## config.mk

```make
export PLATFORM = sky130hd
export DESIGN_NAME = ppi_wb_hs
export DESIGN_NICKNAME = d
export VERILOG_FILES = /design/src/rtl/ppi_wb_hs.sv
export SDC_FILE = /design/constraint.sdc
export NUM_CORES = 1
export LEC_CHECK = 0
export CAP_MARGIN = 20
export CORE_ASPECT_RATIO = 0.5
export CORE_UTILIZATION = 30
export CTS_CLUSTER_SIZE = 28
export DETAILED_ROUTE_END_ITERATION = 12
export GPL_TIMING_DRIVEN = 0
export PLACE_DENSITY = 0.64
export SLEW_MARGIN = 20
export SYNTH_ARGS = -nofsm -noshare
export SYNTH_HDL_FRONTEND = slang
export SYNTH_SLANG_ARGS = --single-unit
```

## constraint.sdc

```tcl
create_clock -name clk_i -period 1.8 [get_ports clk_i]
set_input_delay 0.18 -clock clk_i [delete_from_list [all_inputs] [get_ports clk_i]]
set_output_delay 0.18 -clock clk_i [all_outputs]
set_load 0.005 [all_outputs]
```

## src/rtl/ppi_wb_hs.sv

```systemverilog
// ppi_wb_hs: Wishbone parallel port interface with 8255-style strobed/acknowledged handshakes
module ppi_wb_hs #(
  parameter int NPORTS = 3,
  parameter int DW = 8,
  localparam int AW = $clog2(2*NPORTS)
) (
  input  logic                 clk_i,
  input  logic                 rst_ni,
  input  logic [AW-1:0]        adr_i,
  input  logic [DW-1:0]        dat_i,
  output logic [DW-1:0]        dat_o,
  input  logic                 we_i,
  input  logic                 cyc_i,
  input  logic                 stb_i,
  output logic                 ack_o,
  output logic                 irq_o,
  input  logic [NPORTS*DW-1:0] pin_i,
  output logic [NPORTS*DW-1:0] pout_o,
  output logic [NPORTS*DW-1:0] poe_o,
  input  logic [NPORTS-1:0]    stb_ni,
  output logic [NPORTS-1:0]    ibf_o,
  output logic [NPORTS-1:0]    obf_no,
  input  logic [NPORTS-1:0]    ack_ni
);
  logic req;
  logic [DW-1:0] rdv;
  logic [NPORTS-1:0] intr;
  logic [NPORTS-1:0][DW-1:0] dv, sv;
  // masking with ack_o keeps every access to a single-cycle ack, even with stb_i held
  assign req = cyc_i & stb_i & ~ack_o;
  always_comb begin
    rdv = '0;
    for (int i = 0; i < NPORTS; i++) begin
      if (adr_i == AW'(2*i)) rdv = dv[i];
      if (adr_i == AW'(2*i+1)) rdv = sv[i];
    end
  end
  always_ff @(posedge clk_i or negedge rst_ni)
    if (!rst_ni) begin
      ack_o <= 1'b0;
      dat_o <= '0;
      irq_o <= 1'b0;
    end else begin
      ack_o <= req;
      dat_o <= (req & ~we_i) ? rdv : '0;
      irq_o <= |intr;
    end
  for (genvar p = 0; p < NPORTS; p++) begin : g_port
    logic [2:0] ctrl, ss, as;
    logic [DW-1:0] lat, p1, p2;
    logic ibf, obf, ovr, sticky;
    logic wr_d, wr_c, rd_d, rd_c, stb_f, ack_f, hs_in, hs_out;
    assign wr_d = req & we_i & (adr_i == AW'(2*p));
    assign wr_c = req & we_i & (adr_i == AW'(2*p+1));
    assign rd_d = req & ~we_i & (adr_i == AW'(2*p));
    assign rd_c = req & ~we_i & (adr_i == AW'(2*p+1));
    // ss/as[1] is the synchronised level, [2] its previous value
    assign stb_f = ss[2] & ~ss[1];
    assign ack_f = as[2] & ~as[1];
    assign hs_in = ctrl[1] & ~ctrl[0];
    assign hs_out = ctrl[1] & ctrl[0];
    always_ff @(posedge clk_i or negedge rst_ni)
      if (!rst_ni) begin
        ctrl <= '0;
        lat <= '0;
        p1 <= '0;
        p2 <= '0;
        ss <= '1;
        as <= '1;
        ibf <= 1'b0;
        obf <= 1'b0;
        ovr <= 1'b0;
        sticky <= 1'b0;
      end else begin
        p1 <= pin_i[p*DW +: DW];
        p2 <= p1;
        ss <= {ss[1:0], stb_ni[p]};
        as <= {as[1:0], ack_ni[p]};
        if (wr_c) begin
          ctrl <= dat_i[2:0];
          lat <= '0;
          ibf <= 1'b0;
          obf <= 1'b0;
          ovr <= 1'b0;
          sticky <= 1'b0;
        end else begin
          if (rd_c) ovr <= 1'b0;
          // a read coinciding with a strobe frees the buffer for the new data
          if (hs_in && stb_f) begin
            if (ibf & ~rd_d) ovr <= 1'b1;
            else begin
              lat <= p2;
              ibf <= 1'b1;
            end
          end else if (hs_in && rd_d) ibf <= 1'b0;
          if (ctrl[0] && wr_d) begin
            lat <= dat_i;
            obf <= ctrl[1];
            sticky <= sticky & ~ctrl[1];
          end else if (hs_out && ack_f) begin
            obf <= 1'b0;
            sticky <= 1'b1;
          end
        end
      end
    assign intr[p] = ctrl[2] & (hs_in ? ibf : hs_out & sticky);
    assign dv[p] = (ctrl[0] | ctrl[1]) ? lat : p2;
    assign sv[p] = DW'({ovr, intr[p], obf, ibf, 1'b0, ctrl});
    assign pout_o[p*DW +: DW] = ctrl[0] ? lat : '0;
    assign poe_o[p*DW +: DW] = {DW{ctrl[0]}};
    assign ibf_o[p] = ibf;
    assign obf_no[p] = ~obf;
  end
endmodule
```

==> flow_metrics.tcl, run 1 <==
set metrics [dict create \
    outcome "finished with violations" \
    failed_checks "DRC, setup timing" \
    setup_violations 4 \
    grt_overflow 0 \
    ys_seq_elements 121 \
    slew_headroom_pct 63.4 \
    grt_max_degree 78 \
    cts_tree "built" \
    io_pins 110 \
    numCtsBuffers 17 \
    gp_congestion 0.932 \
    vias 4127 \
    coreArea_um2 17600 \
    fmax_mhz 519 \
    via_per_inst 4.90 \
    drt_pass1_iterations 9 \
    dp.cells 789 \
    arrival_ns 2.28 \
    synth_top_cell_area_share_pct 47.3 \
    rsz0062_at_grt "true" \
    yosys_warnings 0 \
    drc 5 \
    grt_use_met1_pct 25.0 \
    hold_viol 0 \
    syn_area_um2 5450 \
    async_flop_share_pct 100 \
    syn-instance-count 447 \
    crit_fanout 11 \
    die_h_um 97.3 \
    die_w_um 193 \
    worst_slack_ns -0.128 \
    cap_violations 0 \
    fin_crit_sh_pct 107 \
    cp_cell_sequence "buf_6 > buf_12 > or3b_1 > a211o_1 > a222oi_1 > o21a_1" \
    cts_buffer_depth 2 \
    tns_ns -0.138 \
    clock_sinks 121 \
    critPathSlowestCell "dfrtp_2" \
    antenna_found_initial 0 \
    met3_usage_pct 5.31 \
    ys.flop_type "dfrtp_1" \
    ys_seq_area_share_pct 56.0 \
    portBuffers 107 \
    totalPowerFinal_mw 9.27 \
    peakVddDrop_mv 0.658 \
    wl_um 15700 \
    worstPathRequired_ns 2.15 \
    p_per_area_nw_per_um2 1180 \
    cp_slowest_stage_delay_ns 0.45 \
    p_leak_nw 3.49 \
    slew_viol_final 0 \
    critPathKind "reg2reg" \
    clk_pin_slew_ns 0.06 \
    ys_types 67 \
    htree_levels 4 \
    synth_edf_count 0 \
    use_met2_pct 25.5 \
    dieArea_um2 18700 \
    wl_per_cell_um 18.6 \
    drive_gt1_share_pct 32.6 \
    clock_latency_ns 0.42 \
    grt_pass1_wl_um 24200 \
    ant_nets 0 \
    worst_pin_slew_ns 0.549 \
    top_usage_layer "met2" \
    syn_area_per_cell_um2 12.2 \
    synth_top_cells_by_area "dfrtp_1, dfstp_2, mux2_2" \
    track_usage_pct 17.5 \
    fin_cells 842 \
    syn_nets 493 \
    worstSetupStartpointType "flop" \
    holdCritPathClass "in2reg" \
    layout.nets 641 \
    grt_pass1_vias 4128 \
    synth_largest_area_cell "dfrtp_1" \
    end_kind "flop" \
    n_fill_cell 1609 \
    finClkSkew_ns 0.00777 \
    cts-root-buf "clkbuf_16" \
    hpwl_um 11000 \
    drt_iter0_markers 307 \
    area_delta_synth_final_pct 43.8 \
    fin_crit_ns 1.93 \
    num_antenna_cells 0 \
    start_util_pct 31.0 \
    num_rows 34 \
]
synth_stat cells (5+ instances only):
| cell | instances |
|---|---|
| buf_4 | 29 |
| a22o_1 | 16 |
| dfrtp_1 | 103 |
| inv_1 | 11 |
| and2_1 | 24 |
| a31oi_1 | 6 |
| a2bb2oi_1 | 8 |
| dfstp_2 | 18 |
| nor2_1 | 14 |
| o31ai_1 | 11 |
| clkbuf_1 | 9 |
| buf_2 | 12 |
| nand4b_1 | 5 |
| and3_1 | 6 |
| nand2_1 | 30 |
| buf_6 | 6 |
| o21ai_0 | 13 |
| mux2i_1 | 6 |
| mux2_2 | 34 |
| o211ai_1 | 6 |
cells by family (layout without fill, tap and decap cells):
logic type | Yosys count | after routing | synth area share (%)
buf+inv | 69 | 230 | 7.85
mux | 40 | 40 | 8.13
flops | 121 | 121 | 56.0
compound gates | 106 | 106 | 16.0
simple gates | 111 | 111 | 12.0
layout make-up:
cell class,instances,area [um^2],share of cell area (%)
Clock inverter,12,115,1.47
Buffer,55,453,5.78
Tap cell,234,293,3.74
Inverter,12,45.0,0.575
Sequential cell,121,3060,39.0
Clock buffer,20,457,5.83
Multi-Input combinational cell,257,2120,27.1
Timing Repair Buffer,131,1290,16.5
per-stage QoR:
stage | hold slack (ns) | utilization (%) | worst slack, ns | instance area, um^2
after floorplan | -0.116 | - | 0.0790 | 5450
after global placement | 0.335 | 38.8 | -3.98 | 6810
after detailed placement | 0.133 | 38.9 | -0.563 | 6840
after CTS | 0.125 | 43.8 | -0.132 | 7690
after global routing | 0.155 | 44.6 | -0.186 | 7840
final | 0.143 | 44.6 | -0.128 | 7840
registers in the layout, summed over array words and instances, names as in the netlist:
signal and count:
g_port.obf 3, g_port.as 9, g_port.p1 24, g_port.ss 9
ack_o 1, g_port.ovr 3, dat_o 8, g_port.ctrl 9
g_port.ibf 3, g_port.lat 24, irq_o 1, g_port.p2 24
g_port.sticky 3
report_power, final:
group / leakage (nW) / switching [mW] / total (mW) / internal (mW)
Clock: 0.286 / 1.28 / 3.26 / 1.99
Sequential: 1.42 / 0.376 / 3.58 / 3.21
Combinational: 1.78 / 1.01 / 2.43 / 1.42
path summary, 6_finish.rpt:
kind	from	end	slack, ns	depth (start not counted)
max in group asynchronous	rst_ni	g_port[1].as[0]	0.79	3
hold reg to reg	g_port[2].p1[7]	g_port[2].p2[7]	0.35	0
min in group asynchronous	rst_ni	g_port[0].p1[7]	0.26	2
hold / removal	adr_i[2]	dat_o[3]	0.14	4
setup / recovery	g_port[2].ctrl[0]	dat_o[5]	-0.13	6
setup reg to reg	g_port[2].ctrl[0]	dat_o[5]	-0.13	6
layout by cell type (no fill, tap or decap), drive strengths merged, types with 17 or more instances in the layout:
cell and count:
and2 24, nand2 30, clkbuf 28, clkdlybuf4s50 74, mux2 34, dlygate4sd2 30
dfrtp 103, buf 71, nor2 17, dfstp 18
critical path: cells and delay by family (launching register included):
kind	cells	cell delay [ns]
flip-flops	1	0.45
AND/OR/NAND/NOR	1	0.37
buffers and inverters	2	0.27
AO/OA/AOI/OAI	3	0.79
per-layer routing:
| metal | routed length, um | vias up |
|---|---|---|
| li1 | - | 1900 |
| met1 | 7520 | 2074 |
| met2 | 7030 | 141 |
| met3 | 1020 | 12 |
| met4 | 119 | 0 |
| met5 | 0 | - |
timing repair:
| item | CTS | global route |
|---|---|---|
| gates resized for setup | 74 | 33 |
| pin swaps | 6 | 14 |
| setup buffers | 14 | 7 |
| setup endpoints to repair | 77 | 45 |
| hold buffers | 1 | 0 |
| cloned | 0 | 2 |
| endpoints found under the hold margin | 42 | 0 |
Power figures use the tool's default switching activity.
==> run 2: changes to the inputs <==
--- a/config.mk
+++ b/config.mk
@@ -12,6 +12,7 @@
 export DETAILED_ROUTE_END_ITERATION = 12
 export GPL_TIMING_DRIVEN = 0
 export PLACE_DENSITY = 0.64
+export REMOVE_ABC_BUFFERS = 1
 export SLEW_MARGIN = 20
 export SYNTH_ARGS = -nofsm -noshare
 export SYNTH_HDL_FRONTEND = slang
==> flow_metrics.tcl, run 2 (synthesis results as in run 1) <==
set metrics [dict create \
    grt_pass1_wl_um 23700 \
    peakVddDrop_mv 0.764 \
    arrival_ns 2.21 \
    grt_use_met1_pct 22.2 \
    dieArea_um2 18700 \
    ant_nets 0 \
    use_met2_pct 26.4 \
    end_kind "flop" \
    fmax_mhz 533 \
    cp_slowest_stage_delay_ns 0.48 \
    holdCritPathClass "in2reg" \
    wl_um 15200 \
    start_util_pct 31.0 \
    track_usage_pct 16.8 \
    num_antenna_cells 0 \
    portBuffers 109 \
    via_per_inst 5.07 \
    seqPwrFrac_pct 38.5 \
    clock_sinks 121 \
    cts_buffer_depth 2 \
    fin_crit_sh_pct 104 \
    hpwl_um 9730 \
    clk_pin_slew_ns 0.05 \
    grt_overflow 0 \
    worstSetupStartpointType "flop" \
    finalCoreUtilization_pct 44.3 \
    reg_top3 "g_port.lat: 24 flops, g_port.p1: 24 flops, g_port.p2: 24 flops" \
    drt_iter0_markers 245 \
    failed_checks "DRC, setup timing" \
    gp_congestion 0.898 \
    cts_tree "built" \
    clock_latency_ns 0.41 \
    top_usage_layer "met2" \
    crit_fanout 3 \
    grt_pass1_vias 4110 \
    die_h_um 97.3 \
    final_cell_mix "dfrtp_1, clkdlybuf4s50_1, mux2_2" \
    met3_usage_pct 4.69 \
    die_w_um 193 \
    critPathKind "reg2reg" \
    setup_violations 4 \
    p_clk_share_pct 38.1 \
    slew_viol_final 0 \
    final_common_cell "dfrtp_1" \
    grt_max_degree 74 \
    p_switching_mw 2.53 \
    p_leak_nw 3.45 \
    outcome "finished with violations" \
    worst_slack_ns -0.0761 \
    p_int_mw 6.88 \
    fin_crit_ns 1.88 \
    num_rows 34 \
    n_fill_cell 1583 \
    comb_power_share_pct 23.4 \
    finClkSkew_ns 0.00660 \
    vias 4090 \
    htree_levels 4 \
    drt_pass1_iterations 11 \
    p_sw_share_pct 26.9 \
    layout.nets 607 \
    cap_violations 0 \
    cts-root-buf "clkbuf_16" \
    antenna_found_initial 0 \
    worst_pin_slew_ns 0.502 \
    worstPathRequired_ns 2.14 \
    hold_viol 0 \
    io_pins 110 \
    critPathSlowestCell "dfrtp_4" \
    cp_cell_sequence "buf_12 > or3b_1 > a211o_1 > a222oi_1 > o21a_1" \
    drc 3 \
    drive_gt1_share_pct 30.2 \
    p_per_area_nw_per_um2 1210 \
    whs_ns 0.178 \
    coreArea_um2 17600 \
    rsz0062_at_grt "true" \
    numCtsBuffers 17 \
    pre_cts_slack_ns -1.12 \
    wl_per_cell_um 18.8 \
    area_delta_synth_final_pct 42.9 \
    slew_headroom_pct 66.4 \
]
run 2: changes by cell type in the layout (fill, tap and decap cells not counted), moves of 8 or more:
cell / change
buf_2: -8
dlymetal6s2s_1: +10
dlygate4sd2_1: -11
buf_4: -19
run 2: layout make-up:
type                    count  area [um^2]  share of cell area, %
well taps                 234          293                   3.76
flip-flops and latches    121         3070                   39.4
inverters                  12         45.0                  0.578
clock buffers              23          478                   6.14
multi-input cells         258         2200                   28.3
repair buffers            151         1560                   20.0
clock inverters             8          143                   1.83
run 2: worst paths after layout:
path	startpoint	to	slack, ns	cells after the start
worst max-delay path	g_port[2].ctrl[0]	dat_o[5]	-0.08	5
worst min-delay path	ack_ni[0]	g_port[0].as[0]	0.18	1
worst max register to register	g_port[2].ctrl[0]	dat_o[5]	-0.08	5
worst min register to register	g_port[2].p1[2]	g_port[2].p2[2]	0.34	0
max in group asynchronous	rst_ni	g_port[0].ss[0]	0.79	3
min in group asynchronous	rst_ni	g_port[2].p1[1]	0.27	2
run 2: worst max-delay path: cells and delay by family (launching register included):
| kind | cells | cell delay (ns) |
|---|---|---|
| flip-flops | 1 | 0.48 |
| buffers and inverters | 1 | 0.13 |
| AND/OR/NAND/NOR | 1 | 0.35 |
| AO/OA/AOI/OAI | 3 | 0.85 |
run 2: power groups by stage:
| stage | logic (mW) | clock network (mW) | registers [mW] |
|---|---|---|---|
| floorplan | 0.900 | 0 | 3.55 |
| global placement | 1.78 | 0 | 3.68 |
| detailed placement | 1.82 | 0 | 3.70 |
| CTS | 2.12 | 3.62 | 3.60 |
| global route | 2.36 | 3.76 | 3.68 |
| finish | 2.21 | 3.59 | 3.62 |
run 2: what timing repair did:
item | in CTS | in global routing
gates resized for setup | 62 | 41
endpoints found under the hold margin | 39 | 0
endpoints found under the setup margin | 96 | 45
hold buffers | 1 | 0
gates cloned | 1 | 0
pin swaps | 13 | 15
setup buffers | 31 | 8
run 2: through the flow:
stage / power, mW / std cells / setup TNS [ns] / area [um^2]
final: 9.41 / 807 / -0.147 / 7790
after global routing: 9.80 / 807 / -0.758 / 7790
after CTS: 9.34 / 800 / -0.315 / 7580
after detailed placement: 5.52 / 736 / -40.13 / 6510
after global placement: 5.46 / 733 / -542.46 / 6450
after floorplan: 4.45 / 390 / -5.79 / 5060
run 2: routing by layer:
| layer | up-vias | routed length (um) |
|---|---|---|
| met2 | 129 | 7400 |
| met5 | - | 0 |
| met1 | 2101 | 6650 |
| met3 | 29 | 855 |
| li1 | 1831 | - |
| met4 | 0 | 291 |
==> run 3: changes to the inputs <==
--- a/config.mk
+++ b/config.mk
@@ -5,6 +5,7 @@
 export SDC_FILE = /design/constraint.sdc
 export NUM_CORES = 1
 export LEC_CHECK = 0
+export ABC_AREA = 1
 export CAP_MARGIN = 20
 export CORE_ASPECT_RATIO = 0.5
 export CORE_UTILIZATION = 30
==> flow_metrics.tcl, run 3 <==
set metrics [dict create \
    worst_pin_slew_ns 0.592 \
    coreArea_um2 17600 \
    async_flop_share_pct 100 \
    cts-root-buf "clkbuf_16" \
    rsz0062_at_grt "true" \
    synth_top_cells_by_area "dfrtp_1, nand2_1, dfstp_2" \
    numCtsBuffers 17 \
    reg2reg_slack_ns 0.02 \
    arrival_ns 1.63 \
    dp.cells 962 \
    whs_ns 0.174 \
    worstPathRequired_ns 1.62 \
    drt_pass1_iterations 9 \
    cts_buffer_depth 2 \
    yosys_warnings 0 \
    synth.most_common_cell "nand2_1" \
    grt_max_degree 65 \
    drt_iter0_markers 421 \
    clock_latency_ns 0.42 \
    worstSetupStartpointType "flop" \
    final_common_cell "nand2_1" \
    ys_seq_elements 121 \
    fmax_mhz 552 \
    finClkSkew_ns 0.0102 \
    end_kind "primary output" \
    portBuffers 109 \
    hold_viol 0 \
    totalPowerFinal_mw 8.54 \
    slew_viol_final 0 \
    wl_um 14700 \
    via_per_inst 4.66 \
    ys_seq_area_share_pct 56.0 \
    crit_fanout 11 \
    grt_overflow 0 \
    p_per_area_nw_per_um2 1150 \
    fin_cells 1001 \
    ant_nets 0 \
    area_delta_synth_final_pct 36.2 \
    start_util_pct 31.0 \
    die_h_um 97.2 \
    vias 4668 \
    p_leak_nw 3.79 \
    synth_edf_count 0 \
    io_pins 110 \
    fin_crit_ns 1.81 \
    holdCritPathClass "in2reg" \
    reg_top3 "g_port.lat: 24 flops, g_port.p1: 24 flops, g_port.p2: 24 flops" \
    dieArea_um2 18700 \
    num_antenna_cells 0 \
    final_cell_mix "nand2_1, dfrtp_1, clkdlybuf4s50_1" \
    slew_headroom_pct 60.4 \
    synth_largest_area_cell "dfrtp_1" \
    fin_crit_sh_pct 101 \
    htree_levels 4 \
    grt_pass1_wl_um 23300 \
    syn-instance-count 657 \
    synth_common_cells "nand2_1, dfrtp_1, inv_1" \
    track_usage_pct 16.4 \
    outcome "finished with violations" \
    n_fill_cell 1670 \
    antenna_found_initial 0 \
    cts_tree "built" \
    syn_area_per_cell_um2 8.28 \
    gp_congestion 0.865 \
    die_w_um 192 \
    ys_types 27 \
    fin_area_um2 7410 \
    failed_checks "DRC, setup timing" \
    dpl_cell_area_um2 6600 \
    syn_area_um2 5440 \
    drc 4 \
    critPathKind "reg2out" \
    grt_pass1_vias 4390 \
    layout.nets 800 \
    wl_per_cell_um 14.7 \
    setup_violations 2 \
    ys.flop_type "dfrtp_1" \
    hpwl_um 10400 \
    synth_top_cell_area_share_pct 47.4 \
    peakVddDrop_mv 0.758 \
    worst_slack_ns -0.0113 \
    drive_gt1_share_pct 12.9 \
    clk_pin_slew_ns 0.06 \
    num_rows 34 \
    clock_sinks 121 \
    cap_violations 0 \
]
## run 3: cell count changes after synthesis, sizes merged, moves of 20 or more
cell / change
inv: +70
and2: -24
nor2: +20
mux2: -34
nand2: +198
nand3: +69
o21ai: +29
## run 3: path summary, 6_finish.rpt
path,start,endpoint,cells after the start
worst max-delay path,g_port[1].ctrl[0],poe_o[10],2
worst min-delay path,stb_ni[2],g_port[2].ss[0],1
worst max register to register,g_port[1].ctrl[0],dat_o[5],9
worst min register to register,g_port[2].p1[3],g_port[2].p2[3],0
max in group asynchronous,rst_ni,g_port[2].as[1],3
min in group asynchronous,rst_ni,g_port[1].p1[0],2
## run 3: worst max-delay path, cell delays in order, from the launching register on
cell and delay [ns]:
dfrtp_4 0.48, buf_4 0.22, clkdlybuf4s50_1 0.52
## run 3: cell families (layout without fill, tap and decap cells)
kind of cell / Yosys count / after routing / share of synthesized area (%)
DFF: 121 / 121 / 56.0
and+or+nand+nor: 345 / 345 / 26.9
buffers and inverters: 121 / 231 / 10.3
AOI/OAI and AO/OA: 70 / 70 / 6.69
## run 3: timing repair
action / in CTS / in global routing
gates resized for setup: 31 / 20
pin swaps: 3 / 1
hold buffers: 1 / 0
setup endpoints to repair: 86 / 55
endpoints found under the hold margin: 47 / 0
buffers inserted: 2 / 4
## run 3: metrics by stage
| step | setup slack (ns) | setup TNS [ns] | utilization, % |
|---|---|---|---|
| floorplan | -0.0312 | -0.501 | - |
| global placement | -4.15 | -502.92 | 37.4 |
| detailed placement | -0.818 | -29.70 | 37.6 |
| CTS | -0.0724 | -0.423 | 41.8 |
| global route | -0.0706 | -1.20 | 42.2 |
| finish | -0.0113 | -0.0221 | 42.2 |
## run 3: power by group
group	internal [mW]	total (mW)	leakage, nW	switching (mW)
sequential	3.10	3.43	1.43	0.327
clock	2.42	3.64	0.301	1.22
combinational	0.709	1.47	2.05	0.761
## run 3: per-layer routing
layer / global-route usage [%] / part of all wire [%] / vias up
met3: 3.54 / 6.9 / 25
met1: 23.4 / 45 / 2235
met5: 0 / 0 / -
li1: - / - / 2231
met4: 7.21 / 2.4 / 0
met2: 23.8 / 45 / 177
## run 3: cell type report
cell class | count | area, um^2 | share of cell area [%]
repair buffers | 117 | 1180 | 16.0
flip-flops and latches | 121 | 3060 | 41.3
multi-input cells | 415 | 1930 | 26.0
inverters | 82 | 308 | 4.15
clock inverters | 11 | 169 | 2.28
clock buffers | 21 | 470 | 6.34
well taps | 234 | 293 | 3.95
